File: src/rtl/bsram_sd_sync.sv
`default_nettype none
// bsram_sd_sync: serialises BSRAM load/save/autosave sector transfers over the hps_io
// sd_lba/sd_rd/sd_wr/sd_ack handshake, tracks dirty state and flags timeouts.
module bsram_sd_sync #(
    parameter int TIMEOUT_CYCLES = 2000000
) (
    input  logic        CLK,
    input  logic        RESET_N,
    input  logic        BK_ENA,
    input  logic [23:0] RAM_MASK,
    input  logic        LOAD_REQ,
    input  logic        SAVE_REQ,
    input  logic        AUTO_LOAD,
    input  logic        OSD_STATUS,
    input  logic        AUTOSAVE_EN,
    input  logic        BSRAM_WR,
    input  logic        SD_ACK,
    output logic [31:0] SD_LBA,
    output logic        SD_RD,
    output logic        SD_WR,
    output logic        LOADING,
    output logic        BUSY,
    output logic        DIRTY,
    output logic        DONE,
    output logic        ERROR
);

    localparam int TW = $clog2(TIMEOUT_CYCLES + 1);

    typedef enum logic [1:0] {
        IDLE = 2'd0,
        REQ  = 2'd1,
        XFER = 2'd2
    } state_t;

    state_t        state, state_nxt;
    logic          load_q, save_q, osd_q, ack_q;
    logic          load_trig, save_trig, osd_trig;
    logic [14:0]   lba, lba_nxt;
    logic          dir, dir_nxt;
    logic          rd, rd_nxt, wr, wr_nxt;
    logic          loading, loading_nxt;
    logic          dirty, dirty_nxt;
    logic          done, done_nxt;
    logic          error, error_nxt;
    logic [TW-1:0] tcnt, tcnt_nxt;

    logic          valid, save_go, timeout;
    logic [14:0]   last;

    assign valid   = BK_ENA & (RAM_MASK != 24'd0);
    assign last    = RAM_MASK[23:9];
    assign save_go = save_trig | (osd_trig & AUTOSAVE_EN & dirty);
    assign timeout = (tcnt == TW'(TIMEOUT_CYCLES - 1));

    // Edge detection is registered, so triggers reach the FSM one cycle after the input edge.
    always_ff @(posedge CLK or negedge RESET_N) begin
        if (!RESET_N) begin
            load_q    <= 1'b0;
            save_q    <= 1'b0;
            osd_q     <= 1'b0;
            ack_q     <= 1'b0;
            load_trig <= 1'b0;
            save_trig <= 1'b0;
            osd_trig  <= 1'b0;
        end else begin
            load_q    <= LOAD_REQ;
            save_q    <= SAVE_REQ;
            osd_q     <= OSD_STATUS;
            ack_q     <= SD_ACK;
            load_trig <= (LOAD_REQ & ~load_q) | AUTO_LOAD;
            save_trig <= SAVE_REQ & ~save_q;
            osd_trig  <= OSD_STATUS & ~osd_q;
        end
    end

    always_ff @(posedge CLK or negedge RESET_N) begin
        if (!RESET_N) begin
            state   <= IDLE;
            lba     <= 15'd0;
            dir     <= 1'b0;
            rd      <= 1'b0;
            wr      <= 1'b0;
            loading <= 1'b0;
            dirty   <= 1'b0;
            done    <= 1'b0;
            error   <= 1'b0;
            tcnt    <= '0;
        end else begin
            state   <= state_nxt;
            lba     <= lba_nxt;
            dir     <= dir_nxt;
            rd      <= rd_nxt;
            wr      <= wr_nxt;
            loading <= loading_nxt;
            dirty   <= dirty_nxt;
            done    <= done_nxt;
            error   <= error_nxt;
            tcnt    <= tcnt_nxt;
        end
    end

    always_comb begin
        state_nxt   = state;
        lba_nxt     = lba;
        dir_nxt     = dir;
        rd_nxt      = rd;
        wr_nxt      = wr;
        loading_nxt = loading;
        dirty_nxt   = dirty;
        done_nxt    = 1'b0;
        error_nxt   = error;
        tcnt_nxt    = '0;

        case (state)
            IDLE: begin
                if (valid && (load_trig || save_go)) begin
                    lba_nxt     = 15'd0;
                    dir_nxt     = load_trig;
                    error_nxt   = 1'b0;
                    loading_nxt = load_trig;
                    rd_nxt      = load_trig;
                    wr_nxt      = ~load_trig;
                    if (!load_trig) dirty_nxt = 1'b0;
                    state_nxt   = REQ;
                end
            end
            REQ: begin
                if (SD_ACK && !ack_q) begin
                    rd_nxt    = 1'b0;
                    wr_nxt    = 1'b0;
                    state_nxt = XFER;
                end else if (timeout) begin
                    rd_nxt      = 1'b0;
                    wr_nxt      = 1'b0;
                    loading_nxt = 1'b0;
                    error_nxt   = 1'b1;
                    if (!dir) dirty_nxt = 1'b1;
                    state_nxt   = IDLE;
                end else begin
                    tcnt_nxt = tcnt + 1'b1;
                end
            end
            XFER: begin
                if (!SD_ACK && ack_q) begin
                    if (lba == last) begin
                        done_nxt    = 1'b1;
                        loading_nxt = 1'b0;
                        if (dir) dirty_nxt = 1'b0;
                        state_nxt   = IDLE;
                    end else begin
                        lba_nxt   = lba + 15'd1;
                        rd_nxt    = dir;
                        wr_nxt    = ~dir;
                        state_nxt = REQ;
                    end
                end else if (timeout) begin
                    rd_nxt      = 1'b0;
                    wr_nxt      = 1'b0;
                    loading_nxt = 1'b0;
                    error_nxt   = 1'b1;
                    if (!dir) dirty_nxt = 1'b1;
                    state_nxt   = IDLE;
                end else begin
                    tcnt_nxt = tcnt + 1'b1;
                end
            end
            default: state_nxt = IDLE;
        endcase

        // Core writes outside a load always win over any clear in the same cycle.
        if (BSRAM_WR && !loading) dirty_nxt = 1'b1;
    end

    assign SD_LBA  = {17'd0, lba};
    assign SD_RD   = rd;
    assign SD_WR   = wr;
    assign LOADING = loading;
    assign BUSY    = (state != IDLE);
    assign DIRTY   = dirty;
    assign DONE    = done;
    assign ERROR   = error;

endmodule
`default_nettype wire

File: config.mk
export PLATFORM = sky130hd
export DESIGN_NAME = bsram_sd_sync
export DESIGN_NICKNAME = d
export VERILOG_FILES = /design/src/rtl/bsram_sd_sync.sv
export SDC_FILE = /design/constraint.sdc
export NUM_CORES = 1
export LEC_CHECK = 0
export BUFFER_PORTS_ARGS = -buffer_cell sky130_fd_sc_hd__buf_2
export CAP_MARGIN = 5
export CORE_MARGIN = 4
export CORE_UTILIZATION = 54
export DETAILED_ROUTE_END_ITERATION = 16
export PLACE_DENSITY_LB_ADDON = 0.1
export RECOVER_POWER = 100
export SYNTH_ARGS = -nofsm -noshare
export SYNTH_HDL_FRONTEND = slang
export SYNTH_SLANG_ARGS = --single-unit
File: constraint.sdc
create_clock -name CLK -period 2.9 [get_ports CLK]
set_clock_uncertainty 0.1 [all_clocks]
set_input_delay 0.29 -clock CLK [delete_from_list [all_inputs] [get_ports CLK]]
set_output_delay 0.29 -clock CLK [all_outputs]
set_load 0.1 [all_outputs]
Yosys cells after proc, flatten, opt, wreduce, memory -nomap -nowiden --
Index checks and enable logic that the tools add are counted. Widths: inputs -> output; s select.
Operators by class: eq/ne operators 16, reduce and logical (&&, ||, !) cells 20, add/sub/neg operators 2, bitwise operators 13, multiplexer cells 49
Operators by type and width (count):
- $mux 21 | 3
- $mux 15 | 3
- $pmux 21 s2 | 1
- $mux 1 | 31
- $pmux 15 s2 | 1
- $reduce_bool 24->1 | 1
- $add 21x1->21 const B | 1
- $eq 21x21->1 const B | 1
- $add 15x1->15 const B | 1
- $eq 15x15->1 | 1
- $ne 3x3->1 const B | 5
- $pmux 1 s3 | 5
- $reduce_and 4->1 | 3
- $ne 2x2->1 const B | 5
- $mux 2 | 4
- $ne 4x4->1 const B | 2
- $and 1x1->1 | 6
- $pmux 2 s3 | 1
- $reduce_and 6->1 | 1
- $not 1->1 | 5
- $logic_and 1x1->1 | 4
- $reduce_bool 2->1 | 2
- $reduce_bool 4->1 | 1
- $logic_not 1->1 | 3
- 8 further kinds | 9
Word-level totals: register bits after elaboration 52, logic and storage cells 117

Depth between registers and ports, before layout --
Gate-level depths: netlist (run 1).
depth in word-level cells 8, depth in mapped cells 9, depth with buffers taken out 8

Least setup slack after synthesis (run 1) --
Ideal clock, no wire load.
path kind reg-to-reg, from register state[0], to register loading, in the netlist LOADING, period minus slack after synthesis 2.988 ns, cell stages (with the launch flop) 8, setup time 0.123 ns, path slack -0.088 ns, data required time 2.677 ns, buffers on the path 0, arrival time 2.765 ns, cell sequence dfrtp_1 inv_1 ha_1 clkinv_1 a211oi_1 o21ai_0 or3_1 a32o_1
On the way: cells in the longest elaborated chain, start to end 3, elaborated cells on any way between the ends 9
RTL lines:
- start, declared | line 36 | state_t state, state_nxt;
- start signal, assigned | line 90 | state <= state_nxt;
- $eq 2x2->1, or another cell as far along | line 115 | case (state)
- $ne 3x3->1 (no line), or another cell as far along
- $reduce_and 4->1 (no line)
- end signal, assigned | line 95 | loading <= loading_nxt;
- end, declared | line 42 | logic loading, loading_nxt;
Parallel ways exist; a longest one is shown, timed or not. A chain may end at the register's enable or synchronous reset.

Worst setup path after layout (run 1) --
from register state[0], to register wr, in the netlist SD_WR
On the way: cells in the longest elaborated chain, start to end 3, elaborated cells on any way between the ends 8
RTL lines:
- $eq 2x2->1, or another cell as far along | line 115
- $ne 3x3->1 (no line), or another cell as far along
- $reduce_and 3->1 (no line)
- end signal, assigned | line 94 | wr <= wr_nxt;
- end, declared | line 41 | logic rd, rd_nxt, wr, wr_nxt;
Parallel ways exist; a longest one is shown, timed or not.

==> results of run 1 <==
synth_stat cells (6+ instances only):
library cell / n / area share
nand2_1: 24 / 0.030
buf_4: 17 / 0.042
nand3_1: 14 / 0.023
o31ai_1: 6 / 0.015
ha_1: 6 / 0.025
nor4_1: 9 / 0.018
dfrtp_1: 52 / 0.43
nand4_1: 8 / 0.016
a21oi_1: 11 / 0.018
nor3_1: 7 / 0.011
clkbuf_1: 6 / 0.0074
a31oi_1: 8 / 0.016
inv_1: 14 / 0.017
xor2_1: 21 / 0.060
xnor2_1: 13 / 0.037
nor2_1: 42 / 0.052
o21ai_0: 16 / 0.026
layer usage:
layer  part of all wire  routed length, um
met1               0.48               3418
met3              0.068                489
met2               0.45               3208
met5                  0                  0
met4             0.0059                 42
cell type report:
cell class / count / area [sq um]
clock inverters: 2 / 38.79
clock buffers: 6 / 72.57
well taps: 72 / 90.09
multi-input cells: 261 / 1580
flip-flops and latches: 52 / 1301
fillers: 499 / 2032
repair buffers: 66 / 334.1
inverters: 15 / 57.56
final timing paths:
| kind | end | slack [ps] |
|---|---|---|
| setup / recovery | SD_WR | 190 |
| hold / removal | load_trig | 60 |
| setup reg to reg | SD_WR | 190 |
| hold reg to reg | save_trig | 300 |
| max in group asynchronous | DIRTY | 570 |
| min in group asynchronous | tcnt[16] | 790 |
power breakdown:
| group | switching [mW] | internal, mW |
|---|---|---|
| Clock | 0.250 | 0.261 |
| Combinational | 0.777 | 0.253 |
| Sequential | 0.0574 | 0.783 |
| Total | 1.08 | 1.30 |
through the flow:
stage	total power, mW	instance area, sq um
3_5_place_dp	1.882	3366
6_report	2.382	3475
5_1_grt	2.516	3475
2_1_floorplan	1.659	3110
3_3_place_gp	1.880	3366
4_1_cts	2.403	3517
worst max-delay path, delay by kind of cell (launching register included):
kind / cells / cell delay [ps]
and+or+nand+nor: 2 / 1020
AOI/OAI and AO/OA: 2 / 470
DFF: 1 / 400
adders and majority gates: 1 / 300
buffers and inverters: 2 / 290
cells by family (layout without fill, tap and decap cells):
logic type,after synthesis,in the layout,share of synthesized area
xor+xnor,34,34,0.09766
other cells,1,17,0.001230
flops,52,52,0.4268
simple gates,136,136,0.2302
compound gates,67,67,0.1465
mux,1,1,0.003693
fa+ha+maj,6,6,0.02462
buf+inv,39,89,0.06934
timing repair:
item / CTS / global route
hold endpoints to repair: 30 / 1
endpoints found under the setup margin: 0 / 1
gates resized for setup: 0 / 1
hold buffers: 4 / 1
==> results.tsv, run 1 <==
stage	metric	value	unit
run_status	status	complete, but fails checks	
run_status	violations	capacitance limit, slew limit	
layout	final_common_cell	dfrtp_1	
yosys	synth-main-ff-cell	dfrtp_1	
clock_tree	clock-root-buffer	clkbuf_8	
placement	dpl_worst_slack	279.1	ps
power_and_ir_drop	peakVddDrop	612.7	uV
power_and_ir_drop	powerDensity	685.5	nW/um^2
placement	dp_hpwl	5269	um
layout	drive_gt1_frac	0.1194	
worst_setup_path	reg2regPathDepth	7	
yosys	async_reset_ff_frac	1.000	
layout	mostFrequentLayoutCells	dfrtp_1 (52), nor2_1 (41), buf_2 (30), clkbuf_1 (25), nand2_1 (24)	
clock_tree	clk_pin_slew	90	ps
layout	syn2layout_area_growth	13.95	%
yosys	netlist_instances	336	
yosys	yosys_warnings	0	
sta	max_freq	0.3692	GHz
min_path	holdCritPathClass	primary input to flop	
worst_setup_path	cpPeakStageDelay	570	ps
layout	reg_top3	tcnt x21, lba x15, state x2	
clock_tree	clk_path_buf_depth	2	
grt	grt_pass1_wl	12170	um
layout	antennaDiodeCount	0	
yosys	synth-edff-count	0	
placement	gp_congestion	0.8869	
routing	wirelength	7159	um
worst_setup_path	cp-end-kind	flop	
grt	grt_start_max_net_pins	29	
sta	slew_headroom	-0.02846	
floorplan	die_x	83.15	um
grt	grt_usage	0.2117	
routing	wl_per_cell	15.10	um
worst_setup_path	startpoint	state[0]	
yosys	ys_seq_elements	52	
worst_setup_path	cp.required	3000	ps
clock_tree	cts_tree	yes	
clock_tree	clkLatencyLatePin	310	ps
worst_setup_path	critPathKind	flop to flop	
clock_tree	postCtsSetupBuffers	0	
floorplan	design.core.area	5507	sq um
placement	port_buffers	55	
worst_setup_path	crit_arrival	2810	ps
sta	setup_violations	0	
grt	grt_overflow	0	
sta	slew_viol_final	29	
worst_setup_path	crit_slowest_cell	or2_0	
sta	fin_ws	191.5	ps
layout	utilization	0.6310	
floorplan	fp.dieH	83.15	um
yosys	syn_area	3049	sq um
floorplan	rows	27	
worst_setup_path	start_kind	flop	
clock_tree	htreeDepth	2	
floorplan	start_util	0.5537	
grt	grt_busiest_layer	met2	
clock_tree	cts_sinks	52	
yosys	synth_cell_types	53	
min_path	hold-path-cell-count	2	
grt	global_route.usage.met3	0.04960	
sta	rsz0062_at_grt	false	
sta	worst_pin_slew	1543	ps
routing	ant_nets	0	
power_and_ir_drop	p_leak	1.484	nW
yosys	synth.avg_cell_area	9.075	sq um
grt	grt_pass1_vias	2489	
sta	min_period	2709	ps
sta	hold_viol	0	
routing	vias_per_cell	5.597	
worst_setup_path	critPathMostFrequentCell	inv_1	
routing	drc	0	
clock_tree	cts_buffers	5	
routing	drt_first_iter_violations	193	
yosys	yosysSeqAreaShare	0.4268	
layout	fin_cells	474	
sta	period_share	0.9340	
layout	largest_reg_flops	21	
grt	antenna_found_initial	0	
routing	via_count	2653	
sta	tns	0	ps
flow_run	maxCapViolations	1	
floorplan	die_area	6913	sq um
floorplan	io_pins	73	
sta	whs	56.89	ps
layout	largest_register	tcnt	
grt	globalRouteMet2Util	0.3229	
worst_setup_path	reg2reg_from	state[0]	
placement	placed_cells	461	
min_path	hp-start	AUTO_LOAD	
worst_setup_path	crit_chain	inv_1 -> ha_1 -> inv_1 -> or2_0 -> o21bai_1 -> or3b_1 -> a22o_1	
layout	nNetsFinal	441	
worst_setup_path	worstPathMaxFanout	10	
routing	drt_first_pass_iters	5	
grt	grt_use_met1	0.3068	
Power figures use the tool's default switching activity.
==> inputs of run 2 (changes only) <==
PLACE_DENSITY = 0.8   (was default)
PLACE_DENSITY_LB_ADDON = default   (was 0.1)
==> run 2 against run 1 <==
  * The run still ends with capacitance limit, slew limit left
  * Non-clock buffer count did not move
  * Utilization rose by 0.66 points
  * Cell count did not move
  * Register-to-register slack gained 20 ps
  * Cell area rose by 1.0%
  * Clock power increased by 32%
  * First-iteration DRC count increased by 7.8%
  * Critical path depth unchanged
  * Power rose by 6.7%
  * Largest power group unchanged
  * Highest routed layer unchanged
==> results.tsv, run 2 (synthesis results as in run 1) <==
stage	metric	value	unit	change
sta	max_freq	0.3719	GHz	+0.74%
worst_setup_path	critPathKind	flop to flop		
placement	gp_congestion	0.9121		+2.8%
worst_setup_path	worst-path-buf-inv	2		unchanged
layout	largest_register	tcnt		
floorplan	fp.dieH	83.15	um	unchanged
power_and_ir_drop	p_leak	1.491	nW	+0.47%
floorplan	io_pins	73		unchanged
worst_setup_path	crit_arrival	2810	ps	about the same
clock_tree	hold_buffers	4		unchanged
layout	fill_cells	484		-3.0%
clock_tree	clk_pin_slew	90	ps	about the same
worst_setup_path	reg2regPathDepth	7		unchanged
min_path	min_to	load_trig		
routing	wl_per_cell	15.06	um	-0.27%
min_path	hold-path-cell-count	2		unchanged
placement	dp_hpwl	5298	um	+0.56%
sta	slew_headroom	-0.03953		-0.01108
placement	port_buffers	55		unchanged
sta	hold_viol	0		unchanged
run_status	violations	capacitance limit, slew limit		
layout	syn2layout_area_growth	15.14	%	
routing	drt_first_iter_violations	208		+7.8%
clock_tree	cts_sinks	52		unchanged
layout	final_common_cell	dfrtp_1		
floorplan	die_x	83.15	um	unchanged
routing	drc	0		unchanged
layout	ff_latch_area	1301	sq um	unchanged
floorplan	design.core.area	5507	sq um	unchanged
routing	via_count	2734		+3.1%
worst_setup_path	crit_chain	inv_1 -> ha_1 -> inv_1 -> nor2_1 -> nand2_1 -> or3_1 -> o311ai_1		
worst_setup_path	critPathMostFrequentCell	inv_1		
sta	rsz0062_at_grt	false		
layout	nNetsFinal	441		unchanged
grt	grt_pass1_vias	2631		+5.7%
clock_tree	cts_tree	yes		
clock_tree	clk_path_buf_depth	2		unchanged
worst_setup_path	cp.required	3020	ps	+20 ps
clock_tree	clock-root-buffer	clkbuf_8		
routing	wirelength	7140	um	-0.27%
floorplan	start_util	0.5537		unchanged
worst_setup_path	cpPeakStageDelay	480	ps	-90 ps
layout	reg_top3	tcnt x21, lba x15, state x2		
worst_setup_path	crit_slowest_cell	or3_1		
sta	whs	55.70	ps	-1.185 ps
sta	period_share	0.9271		-0.006821
power_and_ir_drop	peakVddDrop	659.4	uV	+7.6%
layout	drive_gt1_frac	0.1119		-0.007463
layout	largest_reg_flops	21		unchanged
clock_tree	cts_buffers	5		unchanged
grt	antenna_found_initial	0		unchanged
routing	ant_nets	0		unchanged
clock_tree	clkLatencyLatePin	310	ps	about the same
worst_setup_path	start_kind	flop		
layout	antennaDiodeCount	0		unchanged
routing	vias_per_cell	5.768		+3.1%
layout	fin_cells	474		unchanged
clock_tree	postCtsSetupBuffers	0		unchanged
floorplan	rows	27		unchanged
grt	grt_pass1_wl	12270	um	+0.80%
min_path	hp-start	AUTO_LOAD		
flow_run	maxCapViolations	1		unchanged
clock_tree	htreeDepth	2		unchanged
grt	grt_start_max_net_pins	31		+6.9%
sta	min_period	2689	ps	-19.78 ps
power_and_ir_drop	powerDensity	724.2	nW/um^2	+5.6%
layout	mostFrequentLayoutCells	dfrtp_1 (52), nor2_1 (42), clkbuf_1 (29), buf_2 (28), nand2_1 (24)		
worst_setup_path	r2r_slack	210	ps	+20 ps
run_status	status	complete, but fails checks		
worst_setup_path	reg2reg_to	lba[8]		
layout	multiInputGateArea	1579	sq um	about the same
floorplan	die_area	6913	sq um	unchanged
grt	grt_usage	0.2123		+0.0005544
clock_tree	cts_resized	0		unchanged
worst_setup_path	worstPathMaxFanout	8		-2
worst_setup_path	cp_top_family	simple AND/OR/NAND/NOR gates		
sta	slew_viol_final	31		+6.9%
worst_setup_path	cp-end-kind	flop		
placement	placed_cells	461		unchanged
power_and_ir_drop	power.total	2.542	mW	+6.7%
sta	setup_violations	0		unchanged
grt	grt_overflow	0		unchanged
worst_setup_path	reg2reg_from	state[0]		
min_path	holdCritPathClass	primary input to flop		
sta	tns	0	ps	unchanged
routing	drt_first_pass_iters	4		-1
sta	worst_pin_slew	1559	ps	+16.61 ps
run 2: cell types whose count changed in the layout (fill, tap and decap cells not counted), sizes merged:
cell,delta
clkinvlp,+1
clkinv,-1
inv,-1
bufinv,+2
buf,-5
clkbuf,+4
run 2: how the worst max path moves through the flow:
stage / start / end / slack [ps] / cells after the start
2_1_floorplan: lba[2] / LOADING / 80 / 7
3_3_place_gp: state[0] / lba[8] / 430 / 7
3_5_place_dp: state[0] / lba[8] / 280 / 7
4_1_cts: state[0] / lba[8] / 250 / 7
5_1_grt: state[0] / lba[8] / 30 / 7
6_report: state[0] / lba[8] / 210 / 7
run 2: layout make-up:
type / instances / share of cell area
Clock buffer: 5 / 0.01960
Clock inverter: 3 / 0.02566
Inverter: 15 / 0.01639
Multi-Input combinational cell: 261 / 0.4497
Sequential cell: 52 / 0.3706
Tap cell: 72 / 0.02566
Timing Repair Buffer: 66 / 0.09230
run 2: metrics by stage:
step | area (sq um) | setup WS, ps | util
floorplan | 3110 | 79.13 | -
global placement | 3366 | 429.5 | 0.6112
detailed placement | 3366 | 278.9 | 0.6112
CTS | 3565 | 251.2 | 0.6474
global route | 3511 | 25.56 | 0.6376
finish | 3511 | 211.3 | 0.6376
run 2: report_power, final:
group	switching (mW)	internal [mW]	total [mW]
Combinational	0.776	0.253	1.03
Clock	0.242	0.431	0.673
Sequential	0.0561	0.783	0.839
Total	1.07	1.47	2.54
run 2: metal layers:
layer | share of wire | track usage | up-vias
met5 | 0 | 0 | -
met3 | 0.098 | 0.06548 | 8
li1 | - | - | 1291
met1 | 0.43 | 0.2870 | 1287
met2 | 0.46 | 0.3229 | 148
met4 | 0.010 | 0.07429 | 0
==> inputs of run 3 (changes only) <==
ABC_AREA = 1   (was default)
CORE_UTILIZATION = 56   (was 54)
PLACE_DENSITY = 0.81   (was 0.8)
==> run 3 against run 2 <==
  * The run now ends clean
  * Non-clock buffer count is 5 lower
  * Register-to-register slack better by 410 ps
  * Power is 1.7% higher
  * Sequential share of layout area fell by 4.0 points
  * Cell area rose by 12%
  * First-iteration DRC count is 26% lower
  * Synthesized area is 17% higher
  * Cell count rose by 37%
  * Sequential power increased by 2%
  * Synthesized cell count increased by 53%
  * Critical path depth fell by 3
  * Combinational power is 19% higher
  * Critical endpoint is now BUSY
==> results.tsv, run 3 <==
stage	metric	value	unit	change
routing	drt_first_pass_iters	4		unchanged
worst_setup_path	cpPeakStageDelay	880	ps	+400 ps
sta	period_share	0.8459		-0.08120
floorplan	die_area	7716	sq um	+12%
yosys	synth_xor_area_frac	0.01472		-0.08294
routing	vias_per_cell	5.115		-11%
clock_tree	clk_pin_slew	90	ps	about the same
clock_tree	clkLatencyLatePin	310	ps	about the same
grt	grt_overflow	0		unchanged
worst_setup_path	cp-end-kind	primary output		
routing	via_count	3325		+22%
routing	wl_per_cell	12.53	um	-17%
floorplan	start_util	0.5890		+0.03524
yosys	synth_cell_types	40		-25%
clock_tree	cts_tree	yes		
worst_setup_path	crit_arrival	2060	ps	-750 ps
sta	min_period	2453	ps	-235.5 ps
worst_setup_path	reg2reg_from	state[0]		
yosys	yosysSeqAreaShare	0.3645		-0.06223
yosys	synth_compound_area_frac	0.06800		-0.07849
layout	fill_cells	575		+19%
clock_tree	clk_path_buf_depth	2		unchanged
yosys	synth.top_cell.area_share	0.3645		-0.06223
worst_setup_path	cp.required	2510	ps	-510 ps
yosys	ys_seq_elements	52		unchanged
layout	largest_register	tcnt		
yosys	synth_area_leader_cell	dfrtp_1		
clock_tree	postCtsSetupBuffers	0		unchanged
yosys	synth-edff-count	0		unchanged
yosys	netlist_instances	514		+53%
layout	drive_gt1_frac	0.1165		+0.004581
grt	antenna_found_initial	0		unchanged
sta	max_freq	0.4076	GHz	+9.6%
min_path	hold-path-cell-count	1		-1
sta	slew_viol_final	0		-100%
floorplan	fp.dieH	87.84	um	+5.6%
sta	fin_ws	446.8	ps	+235.5 ps
clock_tree	cts_buffers	5		unchanged
sta	worst_pin_slew	1385	ps	-174.5 ps
sta	rsz0062_at_grt	false		
min_path	min_to	ack_q		
yosys	muxShareOfSynthArea	0		-0.003693
clock_tree	cts_sinks	52		unchanged
layout	syn2layout_area_growth	10.20	%	
layout	mostFrequentLayoutCells	nand2_1 (143), inv_1 (70), nor2_1 (67), dfrtp_1 (52), nand3_1 (43)		
placement	dp_hpwl	6286	um	+19%
worst_setup_path	start_kind	flop		
yosys	synth_top_family_by_area	simple AND/OR/NAND/NOR gates		
layout	antennaDiodeCount	0		unchanged
min_path	hp-start	SD_ACK		
worst_setup_path	worstPathMaxFanout	5		-3
grt	grt_pass1_wl	14010	um	+14%
yosys	synth_most_common_cell	nand2_1		
sta	setup_violations	0		unchanged
worst_setup_path	reg2regPathDepth	9		+2
clock_tree	clock-root-buffer	clkbuf_8		
worst_setup_path	crit_chain	inv_1 -> ha_1 -> inv_1 -> clkbuf_1		
flow_run	maxCapViolations	0		-1
sta	slew_headroom	0.07682		+0.1164
min_path	holdCritPathClass	primary input to flop		
yosys	synth-main-ff-cell	dfrtp_1		
sta	tns	0	ps	unchanged
floorplan	design.core.area	6061	sq um	+10%
floorplan	die_x	87.84	um	+5.6%
layout	largest_reg_flops	21		unchanged
run_status	status	complete, no violations		
sta	hold_viol	0		unchanged
yosys	synth_common_cells	nand2_1 (142), inv_1 (69), nor2_1 (66)		
yosys	yosys.area_share.adder	0.02103		-0.003590
floorplan	io_pins	73		unchanged
worst_setup_path	reg2reg_to	tcnt[4]		
power_and_ir_drop	power.total	2.585	mW	+1.7%
worst_setup_path	critPathMostFrequentCell	inv_1		
yosys	syn_area	3570	sq um	+17%
grt	grt_pass1_vias	3232		+23%
placement	port_buffers	55		unchanged
yosys	yosys.area_share.simple	0.4020		+0.1718
placement	dpl_worst_slack	661.7	ps	+382.8 ps
yosys	yosys_warnings	0		unchanged
yosys	synth.avg_cell_area	6.945	sq um	-23%
yosys	async_reset_ff_frac	1.000		unchanged
grt	grt_start_max_net_pins	31		unchanged
clock_tree	htreeDepth	2		unchanged
floorplan	rows	28		+3.7%
grt	grt_usage	0.2254		+0.01307
worst_setup_path	r2r_slack	620	ps	+410 ps
routing	drc	0		unchanged
worst_setup_path	critPathKind	flop to primary output		
layout	final_common_cell	nand2_1		
clock_tree	cts_resized	0		unchanged
routing	wirelength	8146	um	+14%
routing	ant_nets	0		unchanged
layout	reg_top3	tcnt x21, lba x15, state x2		
routing	drt_first_iter_violations	154		-26%
power_and_ir_drop	powerDensity	657.2	nW/um^2	-9.2%
yosys	ys_top_cells_by_area	dfrtp_1 (36%), nand2_1 (15%), inv_1 (7.3%)		
power_and_ir_drop	p_leak	1.919	nW	+29%
power_and_ir_drop	peakVddDrop	719.8	uV	+9.1%
layout	nNetsFinal	614		+39%
placement	gp_congestion	0.9336		+2.4%
worst_setup_path	crit_slowest_cell	clkbuf_1		
==> run 3: cell count changes after synthesis, sizes merged, moves of 6 or more <==
cell / change
xor2: -17
xnor2: -11
nor3: +10
a31oi: -6
nor4: -9
nor2: +33
o21ai: +9
nand3: +34
nand2: +125
inv: +58
==> run 3: through the flow <==
step           hold slack [ps]  utilization  std cells  area, sq um
3_3_place_gp             213.8       0.6317        638         3829
6_report                 47.62       0.6491        650         3934
2_1_floorplan           -105.6            -        530         3630
3_5_place_dp             221.9       0.6317        638         3829
4_1_cts                  24.44       0.6567        650         3980
5_1_grt                  48.68       0.6491        650         3934
==> run 3: worst max path at each step <==
| stage | end | cells past startpoint | startpoint |
|---|---|---|---|
| floorplan | lba[10] | 8 | lba[0] |
| global placement | tcnt[2] | 9 | state[0] |
| detailed placement | tcnt[4] | 9 | state[0] |
| CTS | tcnt[4] | 9 | state[0] |
| global route | lba[12] | 3 | RESET_N |
| finish | BUSY | 4 | state[1] |
==> run 3: final cells by class <==
cell class | count | area (sq um) | area share
Clock buffer | 5 | 68.82 | 0.01749
Clock inverter | 3 | 42.54 | 0.01081
Inverter | 73 | 274.0 | 0.06966
Multi-Input combinational cell | 381 | 1859 | 0.4726
Sequential cell | 52 | 1301 | 0.3308
Tap cell | 75 | 93.84 | 0.02385
Timing Repair Buffer | 61 | 294.0 | 0.07475
==> run 3: worst max-delay path: cells and delay by family, from the launching register on <==
| kind | cells | cell delay [ps] |
|---|---|---|
| fa+ha+maj | 1 | 230 |
| buf+inv | 3 | 1100 |
| flops | 1 | 430 |
==> run 3: routing by layer <==
| metal | wire, um | part of all wire | global-route usage | up-vias |
|---|---|---|---|---|
| met5 | 0 | 0 | 0 | - |
| met4 | 80 | 0.0098 | 0.05579 | 0 |
| met3 | 543 | 0.067 | 0.03763 | 10 |
| met2 | 3902 | 0.48 | 0.3952 | 93 |
| met1 | 3620 | 0.44 | 0.2896 | 1511 |
| li1 | - | - | - | 1711 |
==> run 3: where the power goes <==
part | leakage, nW | switching, mW | internal (mW)
Combinational | 1.17 | 0.963 | 0.269
Sequential | 0.699 | 0.0637 | 0.793
Clock | 0.0541 | 0.242 | 0.256
==> run 3: logic make-up (layout without fill, tap and decap cells) <==
family,count (synthesis),after routing
AOI/OAI and AO/OA,44,44
and+or+nand+nor,308,308
buffers and inverters,97,142
DFF,52,52
other,1,17
adders and majority gates,6,6
xor gates and xnor gates,6,6
==> run 3: repair_timing <==
action | 4_1_cts | 5_1_grt
hold buffers | 4 | 0
endpoints found under the hold margin | 28 | 0
endpoints found under the setup margin | 0 | 0
